`src/rtl/udp_tx_fifo_rd_ctrl.sv`:
```
// UDP transmit FIFO read controller.
// Drains fixed-size packets from a show-ahead FIFO as an MSB-first byte stream.
module udp_tx_fifo_rd_ctrl #(
    parameter int ADDR_WIDTH = 10,
    parameter int DATA_WIDTH = 32,
    parameter int PKT_WORDS  = 256,
    parameter int GAP_CYCLES = 12
) (
    input  logic                  rd_clk,
    input  logic                  rd_rst,
    output logic                  fifo_rd_en,
    input  logic [DATA_WIDTH-1:0] fifo_rd_data,
    input  logic                  fifo_empty,
    input  logic [ADDR_WIDTH:0]   fifo_rd_water_level,
    output logic                  tx_start_en,
    output logic [15:0]           tx_byte_num,
    output logic [7:0]            m_data,
    output logic                  m_valid,
    input  logic                  m_ready,
    output logic                  m_last
);

    localparam int BYTES = DATA_WIDTH / 8;
    localparam int IW    = (BYTES > 1) ? $clog2(BYTES) : 1;
    localparam int WW    = (PKT_WORDS > 1) ? $clog2(PKT_WORDS) : 1;
    localparam int GW    = $clog2(GAP_CYCLES + 1);
    localparam int TOTAL = PKT_WORDS * BYTES;

    localparam logic [IW-1:0]       LAST_IDX  = IW'(BYTES - 1);
    localparam logic [WW-1:0]       LAST_WORD = WW'(PKT_WORDS - 1);
    localparam logic [GW-1:0]       GAP_END   = GW'(GAP_CYCLES - 1);
    localparam logic [ADDR_WIDTH:0] PKT_LVL   = (ADDR_WIDTH + 1)'(PKT_WORDS);

    typedef enum logic [1:0] {
        IDLE,
        START,
        SEND,
        GAP
    } state_t;

    state_t                state;
    logic [DATA_WIDTH-1:0] word_reg;
    logic [IW-1:0]         idx;
    logic [WW-1:0]         wcnt;
    logic [GW-1:0]         gcnt;
    logic                  have;
    logic                  start_q;

    logic hs;
    logic byte_end;
    logic word_end;
    logic reload_due;

    assign hs         = have & m_ready;
    assign byte_end   = (idx == LAST_IDX);
    assign word_end   = (wcnt == LAST_WORD);
    assign reload_due = hs & byte_end & ~word_end;

    assign tx_byte_num = 16'(TOTAL);
    assign tx_start_en = start_q;
    assign m_valid     = have;
    assign m_last      = have & byte_end & word_end;

    // Pop the FIFO on packet start and on each word reload, never when empty.
    always_comb begin
        fifo_rd_en = 1'b0;
        unique case (state)
            START:   fifo_rd_en = ~fifo_empty;
            SEND:    fifo_rd_en = (reload_due | ~have) & ~fifo_empty;
            default: fifo_rd_en = 1'b0;
        endcase
    end

    // Select the current byte of the held word, most significant first.
    always_comb begin
        m_data = '0;
        for (int i = 0; i < BYTES; i++) begin
            if (idx == IW'(i)) begin
                m_data = word_reg[DATA_WIDTH-1-8*i -: 8];
            end
        end
    end

    // Packet sequencing: wait for a full packet, stream it, then idle a gap.
    always_ff @(posedge rd_clk or posedge rd_rst) begin
        if (rd_rst) begin
            state    <= IDLE;
            word_reg <= '0;
            idx      <= '0;
            wcnt     <= '0;
            gcnt     <= '0;
            have     <= 1'b0;
            start_q  <= 1'b0;
        end else begin
            start_q <= 1'b0;
            unique case (state)
                IDLE: begin
                    if (fifo_rd_water_level >= PKT_LVL && !fifo_empty) begin
                        state   <= START;
                        start_q <= 1'b1;
                    end
                end
                START: begin
                    if (!fifo_empty) begin
                        word_reg <= fifo_rd_data;
                        idx      <= '0;
                        wcnt     <= '0;
                        have     <= 1'b1;
                        state    <= SEND;
                    end
                end
                SEND: begin
                    if (have) begin
                        if (hs) begin
                            if (!byte_end) begin
                                idx <= idx + IW'(1);
                            end else if (word_end) begin
                                have  <= 1'b0;
                                gcnt  <= '0;
                                state <= GAP;
                            end else if (!fifo_empty) begin
                                word_reg <= fifo_rd_data;
                                idx      <= '0;
                                wcnt     <= wcnt + WW'(1);
                            end else begin
                                have <= 1'b0;
                                idx  <= '0;
                            end
                        end
                    end else if (!fifo_empty) begin
                        word_reg <= fifo_rd_data;
                        idx      <= '0;
                        wcnt     <= wcnt + WW'(1);
                        have     <= 1'b1;
                    end
                end
                GAP: begin
                    if (gcnt == GAP_END) begin
                        state <= IDLE;
                    end else begin
                        gcnt <= gcnt + GW'(1);
                    end
                end
            endcase
        end
    end

endmodule
```
`config.mk`:
```
export PLATFORM = sky130hd
export DESIGN_NAME = udp_tx_fifo_rd_ctrl
export DESIGN_NICKNAME = d
export VERILOG_FILES = /design/src/rtl/udp_tx_fifo_rd_ctrl.sv
export SDC_FILE = /design/constraint.sdc
export NUM_CORES = 1
export LEC_CHECK = 0
export ABC_AREA = 1
export BUFFER_PORTS_ARGS = -buffer_cell sky130_fd_sc_hd__buf_4
export CORE_MARGIN = 2
export CORE_UTILIZATION = 58
export DETAILED_ROUTE_END_ITERATION = 7
export GPL_TIMING_DRIVEN = 1
export PLACE_DENSITY_LB_ADDON = 0.2
export SYNTH_ARGS = -nofsm -noshare
export SYNTH_HDL_FRONTEND = slang
export SYNTH_SLANG_ARGS = --single-unit
```
`constraint.sdc`:
```
create_clock -name rd_clk -period 4.7 [get_ports rd_clk]
set_input_delay 0.235 -clock rd_clk [delete_from_list [all_inputs] [get_ports rd_clk]]
set_output_delay 0.235 -clock rd_clk [all_outputs]
set_load 0.005 [all_outputs]
```
### Word level (Yosys, flattened, before mapping)

Index checks and enable logic that the tools add are counted.

* register bits after elaboration: 50
* bits of input ports: 47
* output and inout port bits: 28
* logic and storage cells: 100

* add/subtract/negate cells: 3
* magnitude comparators: 1
* eq/ne operators: 20
* muxes and demuxes: 47
* bitwise gates (word level): 10
* reduce and logical (&&, ||, !) cells: 12

Operators with widths (number)
* 2-to-1 mux 32 bit: 5
* 2-to-1 mux 8 bit: 10
* one-hot mux 32 bit (2 select lines): 1
* 2-to-1 mux 2 bit: 12
* 2-to-1 mux 4 bit: 5
* != test 2 bit (second input constant): 8
* one-hot mux 8 bit (2 select lines): 1
* >= comparator 11 x 9 -> 1 bit (second input constant): 1
* != test 3 bit (second input constant): 3
* adder 8 x 1 -> 8 bit (second input constant): 1
* equality test 2 bit (second input constant): 4
* equality test 8 bit (second input constant): 1
* 2-to-1 mux 1 bit: 8
* one-hot mux 2 bit (4 select lines): 1
* one-hot mux 4 bit (2 select lines): 1
* AND reduction 7 bit: 1
* bitwise AND 1 bit: 6
* AND reduction 6 bit: 1
* AND reduction 5 bit: 1
* adder 4 x 1 -> 4 bit (second input constant): 1
* equality test 2 x 1 -> 1 bit (second input constant): 2
* equality test 4 bit (second input constant): 1
* zero test 2 bit: 2
* != test 4 bit (second input constant): 1
* 11 further kinds: 15

### Longest topological paths before layout

* word-level depth: 7
* depth in mapped cells: 12
* depth with buffers taken out: 9

### Worst setup path before layout

OpenSTA, ideal clock, no wires.

* kind: register to register
* from: register state[0]
* to: register wcnt[2]
* library setup time: 65 ps
* data arrival time: 1533 ps
* data required time: 4635 ps
* path slack: 3102 ps
* cell stages (with the launch flop): 13
* buffers on the path: 3
* period minus slack after synthesis: 1598 ps
* cell sequence: dfrtp_1 inv_1 ha_1 buf_6 nand2_4 inv_2 nand2_2 nand4_1 nor2_2 buf_6 buf_8 nand2_2 nand2_1

* word-level cells in the longest chain between the ends: 3
* elaborated cells on any way between the ends: 9
* classes of those cells: 6 x eq/ne; 1 x mux; 2 x reduce/logical

RTL lines
* start, declared: line 41 `state_t state;`
* start signal, assigned: line 87 `state <= IDLE;`
* start signal, assigned: line 99 `state <= START;`
* start signal, assigned: line 109 `state <= SEND;`
* equality test 2 bit or equality test 2 x 1 -> 1 bit (tied branches): line 96 `unique case (state)`
* != test 3 bit (no source line) (tied with other cells)
* AND reduction 5 bit (no source line)
* end signal, assigned: line 124 `wcnt <= wcnt + WW'(1);`
* end signal, assigned: line 133 `wcnt <= wcnt + WW'(1);`
* end, declared: line 44 `logic [WW-1:0] wcnt;`

Several ways; a longest one is shown, not always the timed one.
A chain may end at the register's enable or synchronous reset.

### Worst setup path in the final report

* from: register idx[0]
* to: register word_reg[3]

* word-level cells in the longest chain between the ends: 3

RTL lines
* start, declared: line 43 `logic [IW-1:0] idx;`
* start signal, assigned: line 116 `idx <= idx + IW'(1);`
* equality test 2 bit: line 55 `assign byte_end = (idx == LAST_IDX);`
* != test 3 bit (no source line)
* AND reduction 4 bit (no source line)
* end signal, assigned: line 105 `word_reg <= fifo_rd_data;`
* end signal, assigned: line 122 `word_reg <= fifo_rd_data;`
* end signal, assigned: line 131 `word_reg <= fifo_rd_data;`
* end, declared: line 42 `logic [DATA_WIDTH-1:0] word_reg;`

Every way passes these cells.

==> parameters.txt <==
Parameter                              Value

Drt
  Detailed-route via count ... 2555
  Remaining antenna violation count after routing ... 0
  Number of vias per cell after detailed routing ... 4.895
  Number of remaining DRC errors ... 0
  Drt total wl ... between 5000 and 6000 um
  Total iterations of the first detailed-routing run ... 4
  Drt initial violations ... 179
  Routed wirelength normalized by instance count ... 11.41 um

Synthesis
  Number of enable flip-flop cells after synthesis ... 0
  Async set or reset register ratio after synthesis ... between 90% and 100%
  Count of different cell masters after synthesis ... 29
  Dominant synthesized flop cell ... sky130_fd_sc_hd__dfrtp_1
  Avg Synthesized Cell Area ... 7.275 sq um
  Warnings, synthesis ... 0
  Post-Synthesis Cells ... 409
  Area of the mapped netlist ... 2975 sq um
  Number of synthesized register bits ... 50
  Sequential element share of the synthesized area ... 42.05%

CTS
  Count of clock tree sinks ... 50
  Root buf cell ... sky130_fd_sc_hd__clkbuf_8
  Maximum clock path buffer count ... 2
  Post-CTS sizing ... 0
  Clock tree from TritonCTS ... done
  Deepest level of the CTS H-tree ... 2
  Clock-pin slew on the worst setup and hold paths ... 0.09 ns
  Later-pin clock latency in the skew report ... 0.30 ns
  Post-CTS setup buffer count ... 0
  Total CTS buffers ... 5
  Hold-fix buffers, CTS ... 0

Critical path
  Largest fanout on the critical path ... 40
  Reg-to-reg setup timing slack ... 2.33 ns
  Worst setup path class ... flip-flop to flip-flop
  Kind of end point of the critical path ... flip-flop
  Startpoint of the most critical register-to-register path ... idx[0]
  Logic depth of the worst register-to-register path ... 6
  Required time reported for the critical path endpoint ... 4.89 ns
  Arrival time of data at the critical path endpoint ... around 2.6 ns
  Startpoint class of the critical path ... flip-flop
  End of the worst register-to-register path ... word_reg[3]

Timing
  # setup viols final ... 0
  Slew at the pin closest to its max-slew limit ... 1.024 ns
  Setup TNS ... 0 ns
  Slew Limit Fails ... 0
  Final setup skew ... about 0.0061 ns
  Final clock period utilization by the worst path ... 50.50%
  Final Hold Fails ... 0
  Hold WS ... 0.1192 ns
  Worst rel slew slack ... 31.62%
  RSZ-0062 raised after global routing ... false
  Min Clock Period, post-route ... roughly 2.4 ns
  Max Clock Freq ... between 400 and 500 MHz

Cells and area
  Leading cell type in the layout, fill and taps excluded ... sky130_fd_sc_hd__nand2_1
  Most frequent cells in the layout ... sky130_fd_sc_hd__nand2_1 (178), sky130_fd_sc_hd__buf_4 (51), sky130_fd_sc_hd__dfrtp_1 (50)
  Post-route non-filler standard cell count ... 522
  Filler Cells Inserted ... 468
  Area growth from synthesis to final layout ... 13.29%
  Share of cells above drive strength 1 ... 17.92%
  Sequential cell area ... approximately 1300 sq um
  Area taken by multi-input logic gates ... 1460 sq um
  Final nets ... 509
  Number of flip-flops in the largest register ... 32
  Antenna diode count ... 0

GRT
  Largest net degree at the start of global routing ... 51
  Initial antenna violation count ... 0
  First-pass GRT wire length ... 9777 um
  Overflow left after global routing ... 0
  Number of global-route vias before repair ... 2280
  GRT Total Usage ... 21.98%

Floorplanning
  Horizontal die dimension ... 75.63 um
  Effective utilization at floorplan ... 59.01%
  Num rows ... 26
  Area inside the core boundary ... 5042 sq um
  Die area ... 5719 sq um
  Die extent in y ... 75.63 um
  IO Pins ... between 70 and 80

Power
  Peak ir drop on the vdd network ... approximately 0.00023 V
  Power density over the cells ... 508.5 nW/um^2
  Fraction of power consumed by sequential logic ... 38.2%
  Net switching power ... between 0.7 and 0.8 mW
  Fraction of power consumed by combinational cells ... 46.6%
  Internal power component ... 0.9754 mW
  P_leak ... ~1.8 nW
  Fraction of power spent switching nets ... 43.09%
  Clock network fraction of total power ... approximately 15%

Flow run
  MaxCap Viol Count ... 0

Min path
  Start point of the worst min-delay path ... fifo_rd_data[25]
  Endpoint of the worst hold path ... word_reg[25]
  HP Class ... input pin to flip-flop
  Number of cells traversed by the worst hold path ... 3

Place
  Global placement routability congestion ... 0.8749
  Final HPWL DP ... 4242 um
  Total placed cells including tap cells ... 514
  Number of buffer cells added on primary ports ... 50

Status
  Run status ... complete, no violations
worst max-delay path by stage:
stage	slack, ns	to	depth (start not counted)	startpoint
after floorplan	3.10	wcnt[2]	12	state[0]
after global placement	2.37	word_reg[17]	6	idx[0]
after detailed placement	2.39	word_reg[0]	6	idx[0]
after CTS	2.31	word_reg[3]	6	idx[0]
after global routing	2.11	word_reg[26]	6	idx[0]
final	2.33	word_reg[3]	6	idx[0]
through the flow:
step | util, % | instance area, sq um | power, mW | setup slack, ns
2_1_floorplan | - | 3028 | 1.271 | 3.102
3_3_place_gp | 64.96 | 3276 | 1.433 | 2.367
3_5_place_dp | 64.96 | 3276 | 1.460 | 2.394
4_1_cts | 66.85 | 3371 | 1.730 | 2.314
5_1_grt | 66.85 | 3371 | 1.879 | 2.106
6_report | 66.85 | 3371 | 1.714 | 2.327
metal layers:
metal	share of wire (%)	track usage [%]	vias to the layer above	wire (um)
li1	-	-	1319	-
met1	46	29.58	1164	2739
met2	48	37.10	67	2879
met3	4.8	4.233	5	287
met4	0.77	4.873	0	46
met5	0	0	-	0
cell usage after synthesis (2+ instances only):
master / number / share of area (%)
sky130_fd_sc_hd__nor3b_1: 2 / 0.50
sky130_fd_sc_hd__buf_4: 20 / 5.0
sky130_fd_sc_hd__nor2_2: 3 / 0.63
sky130_fd_sc_hd__a21oi_1: 23 / 3.9
sky130_fd_sc_hd__nand2_2: 14 / 2.9
sky130_fd_sc_hd__conb_1: 2 / 0.25
sky130_fd_sc_hd__nand4_1: 6 / 1.3
sky130_fd_sc_hd__o21ai_0: 15 / 2.5
sky130_fd_sc_hd__buf_6: 3 / 1.1
sky130_fd_sc_hd__ha_1: 11 / 4.6
sky130_fd_sc_hd__clkbuf_1: 5 / 0.63
sky130_fd_sc_hd__inv_1: 24 / 3.0
sky130_fd_sc_hd__nor2_1: 27 / 3.4
sky130_fd_sc_hd__nand3_1: 13 / 2.2
sky130_fd_sc_hd__dfrtp_1: 50 / 42
sky130_fd_sc_hd__nand2_1: 178 / 22
worst max-delay path, stage by stage, from the launching register on:
cell                      delay [ns]
sky130_fd_sc_hd__dfrtp_1        0.42
sky130_fd_sc_hd__ha_1           0.44
sky130_fd_sc_hd__inv_1          0.31
sky130_fd_sc_hd__o21ai_1        0.30
sky130_fd_sc_hd__nand2_2        0.48
sky130_fd_sc_hd__nand2_1        0.22
sky130_fd_sc_hd__nand2_1        0.08
power by group through the flow:
| stage | Combinational, mW | Sequential, mW | Clock (mW) |
|---|---|---|---|
| floorplan | 0.632 | 0.639 | 0 |
| global placement | 0.777 | 0.656 | 0 |
| detailed placement | 0.800 | 0.660 | 0 |
| CTS | 0.806 | 0.655 | 0.269 |
| global route | 0.922 | 0.673 | 0.284 |
| finish | 0.799 | 0.655 | 0.260 |
area by class of cell:
type	count	share of cell area [%]
Tap cell	70	2.598
Sequential cell	50	37.12
Timing Repair Buffer	51	11.36
Clock inverter	2	0.3712
Inverter	25	2.784
Multi-Input combinational cell	318	43.32
Clock buffer	6	2.450
kinds of logic (layout without fill, tap and decap cells):
kind of cell	Yosys count	count (layout)	synth area share (%)
compound gates	41	41	7.065
other cells	2	16	0.2524
buf+inv	55	84	10.64
simple gates	248	248	34.78
xor+xnor	2	2	0.5888
flops	50	50	42.05
fa+ha+maj	11	11	4.626
Note: power is estimated with default switching activity, not from simulation.
